[config.mk]
export PLATFORM = sky130hd
export DESIGN_NAME = multicycle_control_fsm
export DESIGN_NICKNAME = d
export VERILOG_FILES = /design/src/rtl/multicycle_control_fsm_pkg.sv /design/src/rtl/multicycle_control_fsm_opcode_classifier.sv /design/src/rtl/multicycle_control_fsm.sv
export SDC_FILE = /design/constraint.sdc
export NUM_CORES = 1
export LEC_CHECK = 0
export BUFFER_PORTS_ARGS = -buffer_cell sky130_fd_sc_hd__buf_2
export CORE_ASPECT_RATIO = 1.4
export CORE_MARGIN = 2
export CORE_UTILIZATION = 45
export CTS_BUF_LIST = sky130_fd_sc_hd__clkbuf_8
export DETAILED_ROUTE_END_ITERATION = 10
export PLACE_DENSITY = 0.69
export SYNTH_ARGS = -nofsm -noshare
export SYNTH_HDL_FRONTEND = slang
export SYNTH_SLANG_ARGS = --single-unit
[constraint.sdc]
create_clock -name clk -period 3.2 [get_ports clk]
set_clock_uncertainty 0.2 [all_clocks]
set_input_delay 0.64 -clock clk [delete_from_list [all_inputs] [get_ports clk]]
set_output_delay 0.64 -clock clk [all_outputs]
set_load 0.02 [all_outputs]
[src/rtl/multicycle_control_fsm_pkg.sv]
// Shared types and encodings for the multicycle RV32I-subset control FSM:
// state enum, opcode constants, mux/ALU encodings and the per-state output decode.
package multicycle_control_fsm_pkg;

   typedef enum logic [3:0] {
      S_IDLE      = 4'd0,
      S_FETCH     = 4'd1,
      S_DECODE    = 4'd2,
      S_MEM_ADDR  = 4'd3,
      S_MEM_READ  = 4'd4,
      S_MEM_WRITE = 4'd5,
      S_WB_MEM    = 4'd6,
      S_EXEC_R    = 4'd7,
      S_EXEC_I    = 4'd8,
      S_WB_ALU    = 4'd9,
      S_BRANCH    = 4'd10,
      S_TRAP      = 4'd11
   } state_t;

   localparam logic [6:0] OP_R      = 7'b0110011;
   localparam logic [6:0] OP_I      = 7'b0010011;
   localparam logic [6:0] OP_LOAD   = 7'b0000011;
   localparam logic [6:0] OP_STORE  = 7'b0100011;
   localparam logic [6:0] OP_BRANCH = 7'b1100011;

   localparam logic [1:0] ALUOP_ADD   = 2'b00;
   localparam logic [1:0] ALUOP_SUB   = 2'b01;
   localparam logic [1:0] ALUOP_FUNCT = 2'b10;

   localparam logic [1:0] SRCB_RS2  = 2'b00;
   localparam logic [1:0] SRCB_FOUR = 2'b01;
   localparam logic [1:0] SRCB_IMM  = 2'b10;

   typedef enum logic [2:0] {
      CLS_NONE   = 3'd0,
      CLS_R      = 3'd1,
      CLS_I      = 3'd2,
      CLS_LOAD   = 3'd3,
      CLS_STORE  = 3'd4,
      CLS_BRANCH = 3'd5
   } inst_class_t;

   // fetch marks the FETCH state; ir_write/pc_write are derived from it and mem_ready.
   typedef struct packed {
      logic       mem_req;
      logic       mem_we;
      logic       iord;
      logic       fetch;
      logic       pc_write_cond;
      logic       pc_src;
      logic       alu_src_a;
      logic [1:0] alu_src_b;
      logic [1:0] alu_op;
      logic       reg_write;
      logic       mem_to_reg;
      logic       illegal;
   } ctrl_t;

   function automatic ctrl_t state_ctrl(input state_t s);
      ctrl_t c;
      c = '0;
      case (s)
         S_FETCH: begin
            c.mem_req   = 1'b1;
            c.fetch     = 1'b1;
            c.alu_src_b = SRCB_FOUR;
            c.alu_op    = ALUOP_ADD;
         end
         S_DECODE: begin
            c.alu_src_b = SRCB_IMM;
            c.alu_op    = ALUOP_ADD;
         end
         S_MEM_ADDR: begin
            c.alu_src_a = 1'b1;
            c.alu_src_b = SRCB_IMM;
            c.alu_op    = ALUOP_ADD;
         end
         S_MEM_READ: begin
            c.mem_req = 1'b1;
            c.iord    = 1'b1;
         end
         S_MEM_WRITE: begin
            c.mem_req = 1'b1;
            c.mem_we  = 1'b1;
            c.iord    = 1'b1;
         end
         S_WB_MEM: begin
            c.reg_write  = 1'b1;
            c.mem_to_reg = 1'b1;
         end
         S_EXEC_R: begin
            c.alu_src_a = 1'b1;
            c.alu_src_b = SRCB_RS2;
            c.alu_op    = ALUOP_FUNCT;
         end
         S_EXEC_I: begin
            c.alu_src_a = 1'b1;
            c.alu_src_b = SRCB_IMM;
            c.alu_op    = ALUOP_FUNCT;
         end
         S_WB_ALU: c.reg_write = 1'b1;
         S_BRANCH: begin
            c.alu_src_a     = 1'b1;
            c.alu_src_b     = SRCB_RS2;
            c.alu_op        = ALUOP_SUB;
            c.pc_write_cond = 1'b1;
            c.pc_src        = 1'b1;
         end
         S_TRAP:  c.illegal = 1'b1;
         default: c = '0;
      endcase
      return c;
   endfunction

endpackage

[src/rtl/multicycle_control_fsm_opcode_classifier.sv]
// Combinational opcode decoder: maps instr[6:0] to an instruction class and a legal flag.
module multicycle_control_fsm_opcode_classifier
   import multicycle_control_fsm_pkg::*;
(
   input  logic [6:0]  opcode,
   output inst_class_t cls,
   output logic        legal
);

   always_comb begin
      // NOTE: every output gets a default first so no path leaves it unassigned (no latch).
      cls   = CLS_NONE;
      legal = 1'b1;
      case (opcode)
         OP_R:      cls = CLS_R;
         OP_I:      cls = CLS_I;
         OP_LOAD:   cls = CLS_LOAD;
         OP_STORE:  cls = CLS_STORE;
         OP_BRANCH: cls = CLS_BRANCH;
         default:   legal = 1'b0;
      endcase
   end

endmodule

[src/rtl/multicycle_control_fsm.sv]
// Main control FSM for the multicycle datapath: sequences fetch/decode/execute/memory/
// write-back, drives datapath controls from a registered state decode, counts retirements.
module multicycle_control_fsm
   import multicycle_control_fsm_pkg::*;
(
   input  logic        clk,
   input  logic        rst_n,
   input  logic        start,
   input  logic [6:0]  opcode,
   input  logic        alu_zero,
   input  logic        mem_ready,
   output logic        mem_req,
   output logic        mem_we,
   output logic        iord,
   output logic        ir_write,
   output logic        pc_write,
   output logic        pc_write_cond,
   output logic        pc_src,
   output logic        alu_src_a,
   output logic [1:0]  alu_src_b,
   output logic [1:0]  alu_op,
   output logic        reg_write,
   output logic        mem_to_reg,
   output logic        illegal,
   output logic [31:0] retired
);

   state_t      state_q;
   state_t      state_next;
   ctrl_t       ctrl_q;
   logic [31:0] retired_q;
   logic        retire;
   inst_class_t cls;
   logic        legal;

   // alu_zero qualifies pc_write_cond inside the datapath; the FSM never branches on it.
   logic unused_alu_zero;
   assign unused_alu_zero = alu_zero;

   multicycle_control_fsm_opcode_classifier u_opcode_classifier (
      .opcode (opcode),
      .cls    (cls),
      .legal  (legal)
   );

   always_comb begin
      state_next = state_q;
      retire     = 1'b0;
      case (state_q)
         S_IDLE:  if (start) state_next = S_FETCH;
         S_FETCH: if (mem_ready) state_next = S_DECODE;
         S_DECODE: begin
            if (!legal) begin
               state_next = S_TRAP;
            end else begin
               case (cls)
                  CLS_R:               state_next = S_EXEC_R;
                  CLS_I:               state_next = S_EXEC_I;
                  CLS_LOAD, CLS_STORE: state_next = S_MEM_ADDR;
                  CLS_BRANCH:          state_next = S_BRANCH;
                  default:             state_next = S_TRAP;
               endcase
            end
         end
         // The opcode is re-examined here; anything but load/store is treated as illegal.
         S_MEM_ADDR: begin
            if (cls == CLS_LOAD)       state_next = S_MEM_READ;
            else if (cls == CLS_STORE) state_next = S_MEM_WRITE;
            else                       state_next = S_TRAP;
         end
         S_MEM_READ: if (mem_ready) state_next = S_WB_MEM;
         S_MEM_WRITE: begin
            if (mem_ready) begin
               state_next = S_FETCH;
               retire     = 1'b1;
            end
         end
         S_EXEC_R, S_EXEC_I: state_next = S_WB_ALU;
         S_WB_MEM, S_WB_ALU, S_BRANCH: begin
            state_next = S_FETCH;
            retire     = 1'b1;
         end
         S_TRAP:  state_next = S_TRAP;
         default: state_next = S_IDLE;
      endcase
   end

   // Outputs are loaded from the decode of the next state, so they line up with state_q.
   always_ff @(posedge clk or negedge rst_n) begin
      if (!rst_n) begin
         state_q   <= S_IDLE;
         ctrl_q    <= '0;
         retired_q <= '0;
      end else begin
         // NOTE: sequential state uses non-blocking assignment so every register sees pre-edge values.
         state_q <= state_next;
         ctrl_q  <= state_ctrl(state_next);
         if (retire) retired_q <= retired_q + 32'd1;
      end
   end

   assign mem_req       = ctrl_q.mem_req;
   assign mem_we        = ctrl_q.mem_we;
   assign iord          = ctrl_q.iord;
   assign ir_write      = ctrl_q.fetch & mem_ready;
   assign pc_write      = ctrl_q.fetch & mem_ready;
   assign pc_write_cond = ctrl_q.pc_write_cond;
   assign pc_src        = ctrl_q.pc_src;
   assign alu_src_a     = ctrl_q.alu_src_a;
   assign alu_src_b     = ctrl_q.alu_src_b;
   assign alu_op        = ctrl_q.alu_op;
   assign reg_write     = ctrl_q.reg_write;
   assign mem_to_reg    = ctrl_q.mem_to_reg;
   assign illegal       = ctrl_q.illegal;
   assign retired       = retired_q;

endmodule
==> key figures, run 1 <==
CTS
  • Clock sinks: ~50
  • Total number of H-tree levels: 2
  • Clk slew on worst S/H paths: 0.09 ns
  • Worst skew pair latency: 0.29 ns
  • CTS max path bufs: 2
  • Post-CTS Setup Inserts: 0
  • TritonCTS clock tree: built
  • Number of hold buffers added after cts: 0
  • Number of CTS-inserted buffers: 5
  • Post-CTS Resized: 0
  • CTS root buffer: clkbuf_8

Logic synthesis
  • Mapped cell area: 2380 µm²
  • Ys flop type: dfrtp_1
  • Post-synthesis mux area share: less than 1%
  • Complex-gate fraction of the synthesized area: roughly 7.5%
  • Synth cell types: 46
  • Fraction of registers with async set/reset: 100%
  • Syn_area_per_cell: between 10 and 15 µm²
  • Yosys Warn Count: 0
  • Xor and xnor area share after synthesis: about an eighth
  • Adder-cell area share of the yosys netlist: less than 1%
  • Post-synth EDFFs: 0
  • Synth Net Count: between 200 and 250
  • Sequential area share after synthesis: 51.6%
  • FF+latch count, synth: 49
  • Cells after Synth: around 210
  • Combinational family with the most area after synthesis: simple AND/OR/NAND/NOR gates
  • Simple-gate area share of the yosys netlist: approximately 22%

Route
  • Aggregate routed wire length: between 4 and 5 mm
  • Drc violations: 0
  • Avg Vias per Cell: between 5 and 6
  • Detail Route Antenna Nets: 0
  • Via count: between 1500 and 2000
  • Drt pass-1 iters: 4
  • Iteration-0 DRC Markers: between 100 and 150
  • Wirelength per Cell: approximately 13 µm

Final layout
  • Commonest non-fill, non-tap cell in the layout: buf_2
  • Highest-count cells in the layout ignoring fill and taps: buf_2 (57), dfrtp_1 (49), xnor2_1 (25), nand2_1 (16), nand3_1 (12)
  • Max reg flops: 32
  • Util after Layout: between 50% and 60%
  • Number of diodes: 0
  • Area Overhead vs Synth: 17.2%
  • Final nets: approximately 280
  • Layout cells sized above 1: a little under a third

Global route
  • Vias in the first global route: 1599
  • All-Layer GR Usage: approximately 16%
  • Initial antenna violation count: 0
  • Met1 usage: a little under a fifth
  • GR Overflow Total: 0
  • GR Layer Usage met2: 27.0%
  • GRT busiest layer: met2
  • Pin count of the biggest net entering global routing: 27
  • Met3 Use GR: about 3.1%
  • Global-route wire length before repair: between 7 and 8 mm

STA
  • Setup tns final: 0 ns
  • Minimum clock period: between 2 and 2.5 ns
  • Setup violations, final: 0
  • Hold Violations, Final: 0
  • Fmax: approximately 450 MHz
  • Tightest Pin Transition: 0.548 ns
  • Final Max Slew Viols: 0
  • Final period util: between 60% and 70%
  • Relative slew slack: 63.5%
  • RSZ-0062 raised after global routing: no

Floorplanning
  • Area of the core: ~5100 µm²
  • # rows: 31
  • Initial core utilization: between 40% and 50%
  • Chip height: about 90 µm
  • # IOs: 59
  • Die Wd: around 65 µm
  • Die area: 5890 µm²

Status
  • Status: completed

Critical path
  • Startpoint types: register
  • R2R cell count: 5
  • Worst EP required: about 3.2 ns
  • WP data arrival: around 2.2 ns
  • Setup Crit Path Kind: reg -> reg
  • Worst Path Max Fanout: 14
  • Crit. End Element: register

Pwr
  • Peak supply drop: around 0.43 mV
  • Pwr dens: ~700 nW/µm²
  • Leakage: 1.40 nW

Job
  • MaxCap Viol Count: 0

Worst hold path
  • Class of the worst hold path: in -> async

Placement
  • GP Congestion: between 0.7 and 0.8
  • Port Buffers: 57
  • DPL Wire Length: 3.16 mm
final timing paths:
check | start | end | slack, ns
min in group clk | retired[31] | retired[31] | 0.27
worst min-delay path | rst_n | retired[17] | 0.12
max in group asynchronous | rst_n | retired[4] | 1.96
worst max register to register | state_q[0] | alu_src_b[1] | 1.0
worst max-delay path | state_q[0] | alu_src_b[1] | 1.0
worst min register to register | retired[31] | retired[31] | 0.27
cell type report:
type / instances / area [µm²]
Fill cell: 476 / 2330
Sequential cell: 49 / 1230
Multi-Input combinational cell: 144 / 1030
Timing Repair Buffer: 60 / 308
Clock buffer: 6 / 82.6
Tap cell: 66 / 82.6
Clock inverter: 2 / 33.8
Inverter: 5 / 18.8
worst max-delay path, stage by stage, from the launching register on:
cell	delay, ns
dfrtp_1	0.53
or3b_1	0.44
a211oi_2	0.25
o221ai_2	0.18
or3b_1	0.42
o211ai_1	0.09
power breakdown:
part | internal, mW | leakage [nW] | switching [mW]
registers | 0.726 | 0.654 | 0.118
clock network | 0.252 | 0.0626 | 0.188
logic | 0.251 | 0.681 | 0.372
total | 1.23 | 1.40 | 0.678
cell usage after synthesis (4+ instances only):
library cell | number | area, µm²
dfrtp_1 | 49 | 1230
xnor2_1 | 25 | 219
nand2_1 | 16 | 60.1
nand3_1 | 12 | 60.1
nand4_1 | 10 | 62.6
buf_4 | 9 | 67.6
and3_1 | 8 | 50.1
nor2_1 | 7 | 26.3
xor2_1 | 6 | 52.6
inv_1 | 5 | 18.8
nor3_1 | 5 | 25.0
a21oi_1 | 4 | 20.0
and2_1 | 4 | 25.0
and4_1 | 4 | 35.0
logic make-up (layout without fill, tap and decap cells):
| kind of cell | after synthesis | after routing |
|---|---|---|
| buffers and inverters | 19 | 73 |
| muxes | 1 | 1 |
| xor gates and xnor gates | 33 | 33 |
| AOI/OAI and AO/OA | 22 | 22 |
| DFF | 49 | 49 |
| adders and majority gates | 1 | 1 |
| and+or+nand+nor | 87 | 87 |
per-layer routing:
metal	share of wire, %	vias to the layer above
li1	-	839
met1	41	836
met2	53	49
met3	4.1	9
met4	2.0	0
met5	0	-
stage by stage:
step / power (mW) / worst slack, ns / hold slack, ns / instances / area [µm²]
after floorplan: 1.35 / 1.04 / 0.144 / 212 / 2380
after detailed placement: 1.49 / 0.765 / 0.265 / 324 / 2670
after global routing: 2.04 / 0.858 / 0.161 / 332 / 2790
after CTS: 1.94 / 0.997 / 0.134 / 332 / 2790
after global placement: 1.48 / 0.823 / 0.255 / 324 / 2670
final: 1.91 / 0.997 / 0.121 / 332 / 2790
Note: power is estimated with default switching activity, not from simulation.
==> inputs of run 2 (changes only) <==
==> constraint.sdc (replaced) <==
create_clock -name clk -period 2.1 [get_ports clk]
set_clock_uncertainty 0.2 [all_clocks]
set_input_delay 0.42 -clock clk [delete_from_list [all_inputs] [get_ports clk]]
set_output_delay 0.42 -clock clk [all_outputs]
set_load 0.02 [all_outputs]
==> run 2 against run 1 <==
Against the previous run: via count is 3.6% higher; sequential cell count unchanged; sequential share of layout area shrank 3.0 points; die area did not move; fmax grew 10%; first-iteration DRC count rose by 10%; combinational power up 96%; worst hold slack improved by 0.085 ns; clock-buffer cell count unchanged; largest cell class unchanged.
==> key figures, run 2 (synthesis gave the netlist of run 1 again) <==
Route
  • Avg Vias per Cell: 5.10 (was 5.22)
  • Drc violations: 0 (unchanged)
  • Iteration-0 DRC Markers: 120 (was 109)
  • Drt pass-1 iters: 4 (unchanged)
  • Via count: 1796 (was 1733)
  • Wirelength per Cell: 12.9 µm (was 13.0 µm)
  • Aggregate routed wire length: 4.55 mm (was 4.31 mm)
  • Detail Route Antenna Nets: 0 (unchanged)

Global route
  • Global-route wire length before repair: 7.84 mm (was 7.29 mm)
  • All-Layer GR Usage: 16.8% (was 15.6%)
  • Met1 usage: 19.4% (was 18.3%)
  • GR Overflow Total: 0 (unchanged)
  • Vias in the first global route: 1740 (was 1599)
  • GRT busiest layer: met2 (unchanged)
  • Pin count of the biggest net entering global routing: 31 (was 27)
  • Initial antenna violation count: 0 (unchanged)
  • Met3 Use GR: 3.13% (unchanged)
  • GR Layer Usage met2: 29.8% (was 27.0%)

STA
  • Final Max Slew Viols: 0 (unchanged)
  • RSZ-0062 raised after global routing: yes (was no)
  • Tightest Pin Transition: 0.464 ns (was 0.548 ns)
  • Relative slew slack: 69.1% (was 63.5%)
  • Hold_ws: 0.206 ns (was 0.121 ns)
  • Setup violations, final: 0 (unchanged)
  • Hold Violations, Final: 0 (unchanged)
  • Fmax: 499 MHz (was 454 MHz)
  • Minimum clock period: 2.00 ns (was 2.20 ns)
  • Worst Slack Setup Final: 0.0970 ns (was 0.997 ns)
  • Final period util: 95.4% (was 68.8%)

Final layout
  • Layout cells sized above 1: 38.5% (was 30.5%)
  • Final nets: 298 (was 278)
  • Multi-input logic area: 1060 µm² (was 1030 µm²)
  • Highest-count cells in the layout ignoring fill and taps: buf_2 (57), dfrtp_1 (46), xnor2_1 (25), buf_4 (20), nand2_1 (15) (was buf_2 (57), dfrtp_1 (49), xnor2_1 (25), nand2_1 (16), nand3_1 (12))
  • Storage cell area: 1230 µm² (about the same)
  • Commonest non-fill, non-tap cell in the layout: buf_2 (unchanged)
  • Final Non-Filler Cells: 352 (was 332)
  • Number of diodes: 0 (unchanged)
  • Max reg flops: 32 (unchanged)
  • Area Overhead vs Synth: 26.1% (was 17.2%)
  • Number of fill cells: 464 (was 476)

Critical path
  • Startpoint types: register (unchanged)
  • Setup Crit Path Kind: reg -> reg (unchanged)
  • Worst Path Max Fanout: 11 (was 14)
  • Worst EP required: 2.13 ns (was 3.21 ns)
  • WP data arrival: 2.03 ns (was 2.21 ns)
  • R2r setup slk: 0.1 ns (was 1.0 ns)
  • R2R cell count: 6 (was 5)
  • Crit. End Element: register (unchanged)

CTS
  • TritonCTS clock tree: built (unchanged)
  • Total number of H-tree levels: 2 (unchanged)
  • Clk slew on worst S/H paths: 0.08 ns (was 0.09 ns)
  • CTS root buffer: clkbuf_8 (unchanged)
  • CTS max path bufs: 2 (unchanged)
  • Clock sinks: 49 (unchanged)
  • Worst skew pair latency: 0.30 ns (was 0.29 ns)
  • Number of CTS-inserted buffers: 5 (unchanged)

Pwr
  • Design Power: 3.14 mW (was 1.91 mW)
  • Leakage: 1.50 nW (was 1.40 nW)
  • Pwr dens: 1050 nW/µm² (was 684 nW/µm²)
  • Peak supply drop: 0.915 mV (was 0.431 mV)

Floorplanning
  • Die Wd: 65.4 µm (unchanged)
  • # rows: 31 (unchanged)
  • Area of the core: 5120 µm² (unchanged)
  • # IOs: 59 (unchanged)
  • Initial core utilization: 46.4% (unchanged)
  • Chip height: 90.0 µm (unchanged)
  • Die area: 5890 µm² (unchanged)

Placement
  • DPL Wire Length: 3.44 mm (was 3.16 mm)
  • GP Congestion: 0.868 (was 0.792)
  • Place WS: -0.0225 ns (was 0.765 ns)
  • Placed insts: 342 (was 324)
  • Port Buffers: 57 (unchanged)

Worst hold path
  • Hold Path Stages: 3
  • Class of the worst hold path: in -> reg (was in -> async)

Status
  • Status: completed (unchanged)

Job
  • MaxCap Viol Count: 0 (unchanged)
[run 2: cell types whose count changed in the layout (fill, tap and decap cells not counted), sizes merged]
cell,delta
buf,+19
clkinvlp,+1
dlygate4sd3,+1
inv,-1
[run 2: per-layer routing]
layer	vias to the layer above	routed length, µm	part of all wire (%)
met5	-	0	0
met4	0	59	1.3
met3	4	170	3.7
met2	41	2490	55
met1	873	1830	40
li1	878	-	-
[run 2: what timing repair did]
| action | in CTS | in global routing |
|---|---|---|
| hold endpoints to repair | 19 | 0 |
| setup endpoints to repair | 0 | 15 |
| setup buffers | 0 | 1 |
| resized for setup | 0 | 10 |
| hold buffers | 1 | 0 |
[run 2: area by class of cell]
type	count	share of cell area, %
clock buffers	6	2.76
well taps	66	2.76
flip-flops and latches	49	41.1
repair buffers	80	16.2
clock inverters	2	1.25
inverters	5	0.627
multi-input cells	144	35.3
[run 2: worst paths after layout]
kind | end | start
worst max-delay path | retired[13] | state_q[3]
worst min-delay path | mem_to_reg | mem_ready
worst max register to register | retired[13] | state_q[3]
worst min register to register | retired[31] | retired[31]
max in group asynchronous | retired[5] | rst_n
min in group asynchronous | retired[16] | rst_n
[run 2: stage by stage]
step / utilization (%) / instance area [µm²] / TNS [ns]
finish: 58.5 / 3000 / 0
global route: 58.5 / 3000 / -0.00193
CTS: 57.8 / 2960 / 0
detailed placement: 55.3 / 2830 / -0.0306
global placement: 55.3 / 2830 / 0
floorplan: - / 2380 / 0
[run 2: report_power, final]
part           internal [mW]  switching [mW]
logic                  0.550           0.675
clock network          0.387           0.301
registers               1.11           0.121
[run 2: worst max-delay path, cell delays in order (launching register included)]
cell      delay [ns]
dfrtp_2         0.43
nand3b_4        0.17
a211o_1         0.37
a211oi_2        0.20
buf_4           0.21
and4_1          0.22
xor2_1          0.13
